`src/rtl/dut_sched_pkg.sv`:
```
// Shared types and constants for the dut_sched round-robin scheduler.
// Optional statistics are enabled with the DUT_SCHED_STATS_EN macro (see dut_sched.sv).
package dut_sched_pkg;

    localparam int DIN_W  = 8;
    localparam int DOUT_W = 32;
    localparam int OPS    = 8;

    typedef enum logic [0:0] {
        IDLE  = 1'b0,
        OFFER = 1'b1
    } state_t;

    // Ceiling log2, never less than one bit, used to size requester tags.
    function automatic int tag_width(input int n);
        int w;
        w = 1;
        while ((1 << w) < n) begin
            w = w + 1;
        end
        return w;
    endfunction

endpackage

```
`src/rtl/dut_sched_tagq.sv`:
```
// In-order FIFO of requester tags for results still owed by the shared dut.
// Combinational head; count, empty and full all come from the registered count.
module dut_sched_tagq #(
    parameter int DEPTH = 8,
    parameter int W     = 2
) (
    input  logic                       clk,
    input  logic                       rst,
    input  logic                       push,
    input  logic [W-1:0]               push_tag,
    input  logic                       pop,
    output logic [W-1:0]               head,
    output logic                       empty,
    output logic                       full,
    output logic [$clog2(DEPTH):0]     count
);

    localparam int AW = $clog2(DEPTH);
    localparam int CW = AW + 1;

    logic [W-1:0]  mem_r [DEPTH];
    logic [AW-1:0] wr_ptr_r;
    logic [AW-1:0] rd_ptr_r;
    logic [CW-1:0] count_r;

    // Pointer and occupancy tracking; pointers wrap naturally since DEPTH is a power of two.
    always_ff @(posedge clk) begin
        if (rst) begin
            wr_ptr_r <= {AW{1'b0}};
            rd_ptr_r <= {AW{1'b0}};
            count_r  <= {CW{1'b0}};
        end else begin
            if (push) begin
                wr_ptr_r <= wr_ptr_r + AW'(1);
            end
            if (pop) begin
                rd_ptr_r <= rd_ptr_r + AW'(1);
            end
            case ({push, pop})
                2'b10:   count_r <= count_r + CW'(1);
                2'b01:   count_r <= count_r - CW'(1);
                default: count_r <= count_r;
            endcase
        end
    end

    // Tag storage carries no reset; stale entries are unreachable once the pointers clear.
    always_ff @(posedge clk) begin
        if (push) begin
            mem_r[wr_ptr_r] <= push_tag;
        end
    end

    assign head  = mem_r[rd_ptr_r];
    assign empty = (count_r == {CW{1'b0}});
    assign full  = (count_r == CW'(DEPTH));
    assign count = count_r;

endmodule

```
`src/rtl/dut_sched.sv`:
```
// Round-robin scheduler sharing one pipelined dut between N_REQ requesters.
// Define DUT_SCHED_STATS_EN to add per-requester grant counters and a full-stall counter.
module dut_sched
    import dut_sched_pkg::*;
#(
    parameter int N_REQ     = 4,
    parameter int TAG_DEPTH = 8
) (
    input  logic                         clk,
    input  logic                         rst,
`ifdef DUT_SCHED_STATS_EN
    output logic [N_REQ*16-1:0]          stat_grants,
    output logic [15:0]                  stat_full_cycles,
`endif
    input  logic [N_REQ-1:0]             req_vld,
    output logic [N_REQ-1:0]             req_busy,
    input  logic [N_REQ*OPS*DIN_W-1:0]   req_data,
    output logic                         din_vld,
    input  logic                         din_busy,
    output logic [DIN_W-1:0]             din_data_a,
    output logic [DIN_W-1:0]             din_data_b,
    output logic [DIN_W-1:0]             din_data_c,
    output logic [DIN_W-1:0]             din_data_d,
    output logic [DIN_W-1:0]             din_data_e,
    output logic [DIN_W-1:0]             din_data_f,
    output logic [DIN_W-1:0]             din_data_g,
    output logic [DIN_W-1:0]             din_data_h,
    input  logic                         dout_vld,
    output logic                         dout_busy,
    input  logic [DOUT_W-1:0]            dout_data,
    output logic [N_REQ-1:0]             rsp_vld,
    input  logic [N_REQ-1:0]             rsp_busy,
    output logic [DOUT_W-1:0]            rsp_data
);

    localparam int TW  = tag_width(N_REQ);
    localparam int OPW = OPS * DIN_W;
    localparam int CW  = $clog2(TAG_DEPTH) + 1;

    state_t         state_r;
    logic [TW-1:0]  rr_ptr_r;
    logic [OPW-1:0] op_r;

    logic [TW-1:0]  winner_s;
    logic [TW:0]    cand_s;
    logic           found_s;
    logic           permit_s;
    logic           capture_s;
    logic [TW-1:0]  next_ptr_s;
    logic [TW-1:0]  head_s;
    logic           empty_s;
    logic           full_s;
    logic [CW-1:0]  count_s;
    logic           pop_s;

    // Round-robin search starting at rr_ptr, wrapping modulo N_REQ.
    always_comb begin
        winner_s = rr_ptr_r;
        found_s  = 1'b0;
        cand_s   = {(TW+1){1'b0}};
        for (int k = 0; k < N_REQ; k++) begin
            cand_s = {1'b0, rr_ptr_r} + (TW+1)'(k);
            if (cand_s >= (TW+1)'(N_REQ)) begin
                cand_s = cand_s - (TW+1)'(N_REQ);
            end else begin
                cand_s = cand_s;
            end
            if (!found_s && req_vld[cand_s[TW-1:0]]) begin
                found_s  = 1'b1;
                winner_s = cand_s[TW-1:0];
            end else begin
                found_s  = found_s;
            end
        end
    end

    // Full uses the registered count, so a same-cycle pop does not open a slot.
    assign permit_s   = ((state_r == IDLE) || !din_busy) && !full_s && !rst;
    assign capture_s  = permit_s && found_s;
    assign next_ptr_s = (winner_s == TW'(N_REQ - 1)) ? {TW{1'b0}} : (winner_s + TW'(1));

    // Only the winner of a capture-permitted cycle sees itself ready.
    always_comb begin
        req_busy = {N_REQ{1'b1}};
        if (capture_s) begin
            req_busy[winner_s] = 1'b0;
        end else begin
            req_busy = {N_REQ{1'b1}};
        end
    end

    // Operand register FSM; a capture in OFFER overlaps the dut accepting the previous set.
    always_ff @(posedge clk) begin
        if (rst) begin
            state_r  <= IDLE;
            rr_ptr_r <= {TW{1'b0}};
            op_r     <= {OPW{1'b0}};
        end else begin
            case (state_r)
                IDLE: begin
                    if (capture_s) begin
                        state_r  <= OFFER;
                        rr_ptr_r <= next_ptr_s;
                        op_r     <= req_data[int'(winner_s)*OPW +: OPW];
                    end
                end
                OFFER: begin
                    if (capture_s) begin
                        state_r  <= OFFER;
                        rr_ptr_r <= next_ptr_s;
                        op_r     <= req_data[int'(winner_s)*OPW +: OPW];
                    end else if (!din_busy) begin
                        state_r  <= IDLE;
                    end
                end
                default: begin
                    state_r <= IDLE;
                end
            endcase
        end
    end

    assign din_vld    = (state_r == OFFER);
    assign din_data_a = op_r[7:0];
    assign din_data_b = op_r[15:8];
    assign din_data_c = op_r[23:16];
    assign din_data_d = op_r[31:24];
    assign din_data_e = op_r[39:32];
    assign din_data_f = op_r[47:40];
    assign din_data_g = op_r[55:48];
    assign din_data_h = op_r[63:56];

    dut_sched_tagq #(
        .DEPTH (TAG_DEPTH),
        .W     (TW)
    ) u_tagq (
        .clk      (clk),
        .rst      (rst),
        .push     (capture_s),
        .push_tag (winner_s),
        .pop      (pop_s),
        .head     (head_s),
        .empty    (empty_s),
        .full     (full_s),
        .count    (count_s)
    );

    // Results return in issue order, so the queue head names the owner.
    always_comb begin
        rsp_vld = {N_REQ{1'b0}};
        if (dout_vld && !empty_s) begin
            rsp_vld[head_s] = 1'b1;
        end else begin
            rsp_vld = {N_REQ{1'b0}};
        end
    end

    assign dout_busy = empty_s || rsp_busy[head_s];
    assign pop_s     = dout_vld && !dout_busy;
    assign rsp_data  = dout_data;

`ifdef DUT_SCHED_STATS_EN
    logic [15:0] grants_r [N_REQ];
    logic [15:0] full_cyc_r;

    // Saturating grant and full-stall counters.
    always_ff @(posedge clk) begin
        if (rst) begin
            for (int i = 0; i < N_REQ; i++) begin
                grants_r[i] <= 16'd0;
            end
            full_cyc_r <= 16'd0;
        end else begin
            for (int i = 0; i < N_REQ; i++) begin
                if (capture_s && (winner_s == TW'(i)) && (grants_r[i] != 16'hFFFF)) begin
                    grants_r[i] <= grants_r[i] + 16'd1;
                end
            end
            if ((|req_vld) && full_s && (full_cyc_r != 16'hFFFF)) begin
                full_cyc_r <= full_cyc_r + 16'd1;
            end
        end
    end

    // Flatten grant counters onto the stats bus.
    always_comb begin
        stat_grants = {(N_REQ*16){1'b0}};
        for (int i = 0; i < N_REQ; i++) begin
            stat_grants[i*16 +: 16] = grants_r[i];
        end
    end

    assign stat_full_cycles = full_cyc_r;
`endif

endmodule

```
`config.mk`:
```
export PLATFORM = sky130hd
export DESIGN_NAME = dut_sched
export DESIGN_NICKNAME = d
export VERILOG_FILES = /design/src/rtl/dut_sched_pkg.sv /design/src/rtl/dut_sched_tagq.sv /design/src/rtl/dut_sched.sv
export SDC_FILE = /design/constraint.sdc
export NUM_CORES = 1
export LEC_CHECK = 0
export ABC_AREA = 0
export ABC_CLOCK_PERIOD_IN_PS = 6900
export CORE_AREA = 2 2 158 160
export CTS_CLUSTER_DIAMETER = 50
export DETAILED_ROUTE_END_ITERATION = 6
export DIE_AREA = 0 0 160 162
export GPL_TIMING_DRIVEN = 0
export SYNTH_ARGS = -nofsm -noshare
export SYNTH_HDL_FRONTEND = slang
export SYNTH_HIERARCHICAL = 1
export SYNTH_SLANG_ARGS = --single-unit
```
`constraint.sdc`:
```
create_clock -name clk -period 6.9 [get_ports clk]
set_input_delay 1.035 -clock clk [delete_from_list [all_inputs] [get_ports clk]]
set_output_delay 1.035 -clock clk [all_outputs]
set_load 0.01 [all_outputs]
```
Yosys cells after proc, flatten, opt, wreduce, memory -nomap -nowiden
Memories as Yosys holds them, arrays and structs flattened. A register that Yosys moved wholly into a read port is not among the register bits. Cells that the tools add are included. W data, S select, Z words.

Bits in registers: 77. RAM bits: 16. Input bits: 300. Output and inout bits: 106. Logic and storage cells: 99. Memories: 1.

Memories: u_tagq.mem_r (words 8, width 2, rd ports 1, clocked after memory_dff 1, wr ports 1, RTL line dut_sched_tagq.sv:21) `logic [W-1:0] mem_r [DEPTH];`.

$add $sub $neg: 12. $lt $le $gt $ge: 12. Eq/ne operators: 4. Shifts and indexed selects: 1. Mux-type cells: 39. Bitwise logic cells: 2. Reduce and logical (&&, ||, !) cells: 22.

Operator list (number): $shiftx A256 B9 Y64 (1); $mux W64 (1); $mux W2 (10); $lt A2 B3 Y1 const B (6); $mux W1 (15); $bmux W1 S2 (5); $logic_and A1 B1 Y1 (10); $ge A3 B3 Y1 const B (3); $logic_not A1 Y1 (8); $mux W4 (2); $pmux W4 S2 (1); $sub A2 B1 Y2 const B (4); $add A2 B2 Y3 const B (2); $add A3 B1 Y3 const B (2); $mux W3 (2); $add A4 B1 Y4 const B (1); $demux W1 S2 (2); $eq A2 B2 Y1 const B (2); $eq A4 B4 Y1 const B (1); $ge A2 B1 Y1 const B (2); $logic_not A4 Y1 (1); $not A4 Y4 (1); $sub A4 B1 Y4 const B (1); $add A2 B1 Y3 const B (1); other kinds (7) (8).

Logic depth before layout (Yosys ltp)
Word-level depth: 20. Depth in mapped cells: 13. Mapped depth without buffers: 12.

By module
Netlist, hierarchy kept.

Modules (own cells, without submodules): dut_sched (times used 1, cells an instance 435, area an instance 4290.4 µm², seq. area each 1341.3 µm²); dut_sched_tagq (times used 1, cells an instance 93, area an instance 1233.7 µm², seq. area each 740.7 µm²).

Worst setup path before layout
No wires, ideal clock.

Path type: flip-flop to flip-flop. Start: register (tool-made name). End: register u_tagq.count_r[2] (netlist: u_tagq/count[2]). Library setup time: 71 ps. Arrival: 3399 ps. Required time: 6829 ps. Setup slack: 3430 ps. Cell stages (with the launch flop): 13. Path buffers: 0. Period minus slack after synthesis: 3470 ps. Cell sequence: dfxtp_1 mux4_1 mux2_2 mux4_2 or2_1 nor2_1 ha_1 xor2_1 ha_1 a21oi_1 xor2_1 or3_1 a21oi_1.

RTL lines: end signal: assignment (RTL line dut_sched_tagq.sv:31) `count_r <= {CW{1'b0}};`; end signal: assignment (RTL line dut_sched_tagq.sv:40) `2'b10: count_r <= count_r + CW'(1);`; end signal: assignment (RTL line dut_sched_tagq.sv:41) `2'b01: count_r <= count_r - CW'(1);`; end: declaration (RTL line dut_sched_tagq.sv:24) `logic [CW-1:0] count_r;`.

Final worst setup path
Start: input port req_vld[3]. End: output port req_busy[2].

Elaborated cells between the ends (all ways): 30. Classes of those cells: order compare: 2; mux: 19; bitwise: 1; reduce/logical: 8.

RTL lines: start: declaration (RTL line dut_sched.sv:15) `input logic [N_REQ-1:0] req_vld,`; $bmux W1 S2 (RTL line dut_sched.sv:68) `if (!found_s && req_vld[cand_s[TW-1:0]]) begin`; $mux W1 (not written as such) (RTL line dut_sched.sv:68); $mux W1 (RTL line dut_sched.sv:68); $logic_not A1 Y1 (RTL line dut_sched.sv:68); $logic_and A1 B1 Y1 (RTL line dut_sched.sv:68); $mux W1 (RTL line dut_sched.sv:68); $logic_not A1 Y1 (RTL line dut_sched.sv:68); $logic_and A1 B1 Y1 (RTL line dut_sched.sv:68); $mux W1 (RTL line dut_sched.sv:68); $logic_not A1 Y1 (RTL line dut_sched.sv:68); $logic_and A1 B1 Y1 (RTL line dut_sched.sv:68); $mux W1 (*) (RTL line dut_sched.sv:68); $logic_and A1 B1 Y1 (*) (RTL line dut_sched.sv:79) `assign capture_s = permit_s && found_s;`; named net capture_s (RTL line dut_sched.sv:48) `logic capture_s;`; $mux W4 (*) (RTL line dut_sched.sv:85) `if (capture_s) begin`; end: declaration (RTL line dut_sched.sv:16) `output logic [N_REQ-1:0] req_busy,`.

The timed path passes the listed nets; every way through them passes the cells marked *. The select of a mux whose other input is x is not followed.

==> flow_summary_export.csv <==
group,metric,value,unit
route,drt-initial-drc-count,239,
global_route,first_global_vias,5571,
clock_network,post-cts-setup-buffers,0,
clock_network,cts_buffers,9,
route,via_count,5476,
finish,regArea,0.002082,mm^2
sta,setup_tns,0,ns
sta,finalCritPeriodShare,67.24,%
clock_network,cts_resized,0,
global_route,antenna_found_initial,0,
floorplan,die_x,160,um
critical_path,endpoint_kind,"primary output",
sta,finalClockSkew,0.007594,ns
sta,setup_viol,0,
sta,worst_pin_slew,0.9798,ns
finish,fillCellCount,2454,
power,p_leak,3.817,nW
route,wl_met1,8.671,mm
clock_network,root_buffer,"clkbuf_16",
route,routed.top_layer,"met4",
sta,finalMaxSlewViolations,0,
clock_network,cts_hold_repair.buffers,0,
run_status,outcome,"finished clean",
synthesis,ys.flop_type,"dfxtp_1",
synthesis,synth_nets,834,
synthesis,synth_enable_flop_cells,16,
power,power_per_cell_area,212.3,mW/mm^2
critical_path,required,5.86,ns
power,power,2.114,mW
route,route.met3.wl,1.688,mm
critical_path,reg2reg_depth,12,
global_route,track_usage,15.97,%
critical_path,path_class,"primary input to primary output",
route,totalWireLength,21.89,mm
synthesis,synth_cells,528,
min_path,hold_depth,2,
power,peakVddDrop,0.0001092,V
clock_network,clk_pin_slew,0.06,ns
finish,syn_to_final_growth,80.27,%
floorplan,die_area,0.02592,mm^2
finish,fin_nets,1218,
synthesis,synth-seq-cells,96,
floorplan,coreArea,0.02411,mm^2
min_path,holdPathEnd,"op_r[22]$_SDFFE_PP0P_",
synthesis,syn_area,0.005524,mm^2
finish,antennaDiodeCount,0,
sta,clock.fmax,215.5,MHz
job,cap_violations,0,
clock_network,clock-sinks,96,
floorplan,design.portCount,406,
critical_path,start_kind,"primary input",
synthesis,yosys_warnings,6,
global_route,globalRouteOverflowTotal,0,
synthesis,yosysSeqAreaShare,37.69,%
finish,multi_input_area,0.002848,mm^2
critical_path,ff2ff_setup_slack,3.18,ns
critical_path,cp.arrival,3.60,ns
placed_design,hpwlAfterDp,17.34,mm
global_route,grt_max_degree,17,
synthesis,syn_area_per_cell,10.46,um^2
min_path,hp-class,"flop to flop",
min_path,min_from,"op_r[22]$_SDFFE_PP0P_",
finish,drive_gt1_share,9.487,%
synthesis,async_reset_ff_share,0,%
route,drc_errors,0,
global_route,grt_pass1_wl,31.96,mm
clock_network,insertion_delay,0.34,ns
floorplan,start_util,22.92,%
sta,rsz0062_at_grt,"false",
route,avgRoutedWirePerCell,17.64,um
route,dr.pass1.iters,6,
critical_path,path_max_fanout,11,
route,viasPerCell,4.413,
clock_network,clock_path_buffers,2,
sta,relSlewSlack,34.68,%
clock_network,tritoncts,"built",
sta,period_needed,4.640,ns
route,drtAntennaViolNets,0,
route,wl_met2,11.39,mm
floorplan,placementRows,57,
critical_path,regToRegEndpoint,"u_tagq/count[2]$_SDFFE_PP0P_",
clock_network,htreeDepth,3,
placed_design,routabilityCongestion,0.8020,
floorplan,die_h,162,um
placed_design,portBuffers,373,
synthesis,synth_cell_types,42,
sta,final_hold_viol_count,0,
-- cells by family (layout without fill, tap and decap cells) --
| family | after synthesis | in the layout | synth area share [%] |
|---|---|---|---|
| adder cells (fa/ha/maj) | 6 | 6 | 1.359 |
| AND/OR/NAND/NOR | 120 | 120 | 9.559 |
| buffers and inverters | 76 | 465 | 10.76 |
| flip-flops | 96 | 96 | 37.69 |
| XOR/XNOR | 6 | 6 | 0.9513 |
| multiplexers | 140 | 140 | 26.84 |
| AO/OA/AOI/OAI | 84 | 84 | 12.84 |
-- state kept, by name, summed over array words and instances, names as in the netlist, named ones only --
name and flops:
u_tagq/count 4, u_tagq/rd_ptr_r 3, op_r 64, rr_ptr_r 2, din_vld 1, u_tagq/mem_r 16, u_tagq/wr_ptr_r 3
-- power breakdown --
part / internal, mW / leakage, nW / switching [mW]
registers: 0.660 / 0.808 / 0.0538
logic: 0.513 / 2.86 / 0.372
clock network: 0.284 / 0.147 / 0.232
-- cell usage in the layout, fill, tap and decap left out, types with 2 or more instances in the layout --
cell / instances
clkdlybuf4s50_1: 373
mux2i_1: 132
dfxtp_1: 80
nand2_1: 75
o221ai_1: 64
buf_4: 33
nor2_1: 20
edfxtp_1: 16
buf_2: 14
clkbuf_1: 9
clkbuf_16: 9
buf_12: 8
a21oi_1: 7
nand2b_1: 6
clkbuf_4: 6
ha_1: 6
inv_1: 5
xor2_1: 5
nor3_1: 4
mux4_1: 4
nor4b_1: 3
mux2_2: 3
buf_6: 2
o22ai_1: 2
a22o_1: 2
or2_1: 2
nor4_1: 2
nor2b_1: 2
clkinv_2: 2
inv_6: 2
o21ai_0: 2
-- worst max-delay path: stages --
cell and delay, ns:
clkdlybuf4s50_1 0.59, o41ai_2 0.15, nor2_1 0.58, nand2_1 0.19, buf_2 0.30, or2_1 0.25, clkdlybuf4s50_1 0.49
-- area by class of cell --
class | count | area share, %
Sequential cell | 96 | 20.91
Inverter | 5 | 0.1885
Clock buffer | 10 | 2.299
Multi-Input combinational cell | 356 | 28.60
Clock inverter | 6 | 0.6659
Timing Repair Buffer | 373 | 37.49
Buffer | 71 | 5.780
Tap cell | 324 | 4.071
-- per-layer routing --
layer | vias to the layer above | global-route usage, %
li1 | 2725 | -
met1 | 2498 | 18.26
met2 | 243 | 29.71
met3 | 10 | 4.571
met4 | 0 | 3.153
met5 | - | 0
-- worst max path at each step --
stage / start / end / slack [ns] / cells past startpoint
3_3_place_gp: req_vld[3] / req_busy[2] / 2.22 / 7
5_1_grt: din_busy / req_busy[2] / 2.06 / 8
2_1_floorplan: flop / u_tagq/count[2]$_SDFFE_PP0P_ / 3.43 / 12
4_1_cts: din_busy / req_busy[2] / 2.20 / 8
6_report: req_vld[3] / req_busy[2] / 2.26 / 7
3_5_place_dp: din_busy / req_busy[2] / 2.20 / 8
-- synth_stat cells (4+ instances only) --
library cell / number / area share, %
mux2i_1: 132 / 24
dfxtp_1: 80 / 29
nand2_1: 75 / 5.1
o221ai_1: 64 / 10
buf_4: 33 / 4.5
nor2_1: 20 / 1.4
edfxtp_1: 16 / 8.7
buf_2: 14 / 1.3
buf_12: 8 / 2.9
clkbuf_1: 8 / 0.54
a21oi_1: 7 / 0.63
clkbuf_4: 6 / 0.82
ha_1: 6 / 1.4
nand2b_1: 6 / 0.68
inv_1: 5 / 0.34
xor2_1: 5 / 0.79
mux4_1: 4 / 1.9
nor3_1: 4 / 0.36
-- stage by stage --
stage          worst slack [ns]  cells  hold slack (ns)  area (um^2)  utilization (%)
5_1_grt                   2.061   1241           0.4802         9958            41.31
3_5_place_dp              2.204   1225           0.4456         9663            40.09
3_3_place_gp              2.218   1225           0.4413         9663            40.09
2_1_floorplan             3.430    528           0.4618         5524                -
6_report                  2.260   1241           0.4622         9958            41.31
4_1_cts                   2.200   1241           0.4653         9958            41.31
Power figures use the tool's default switching activity.
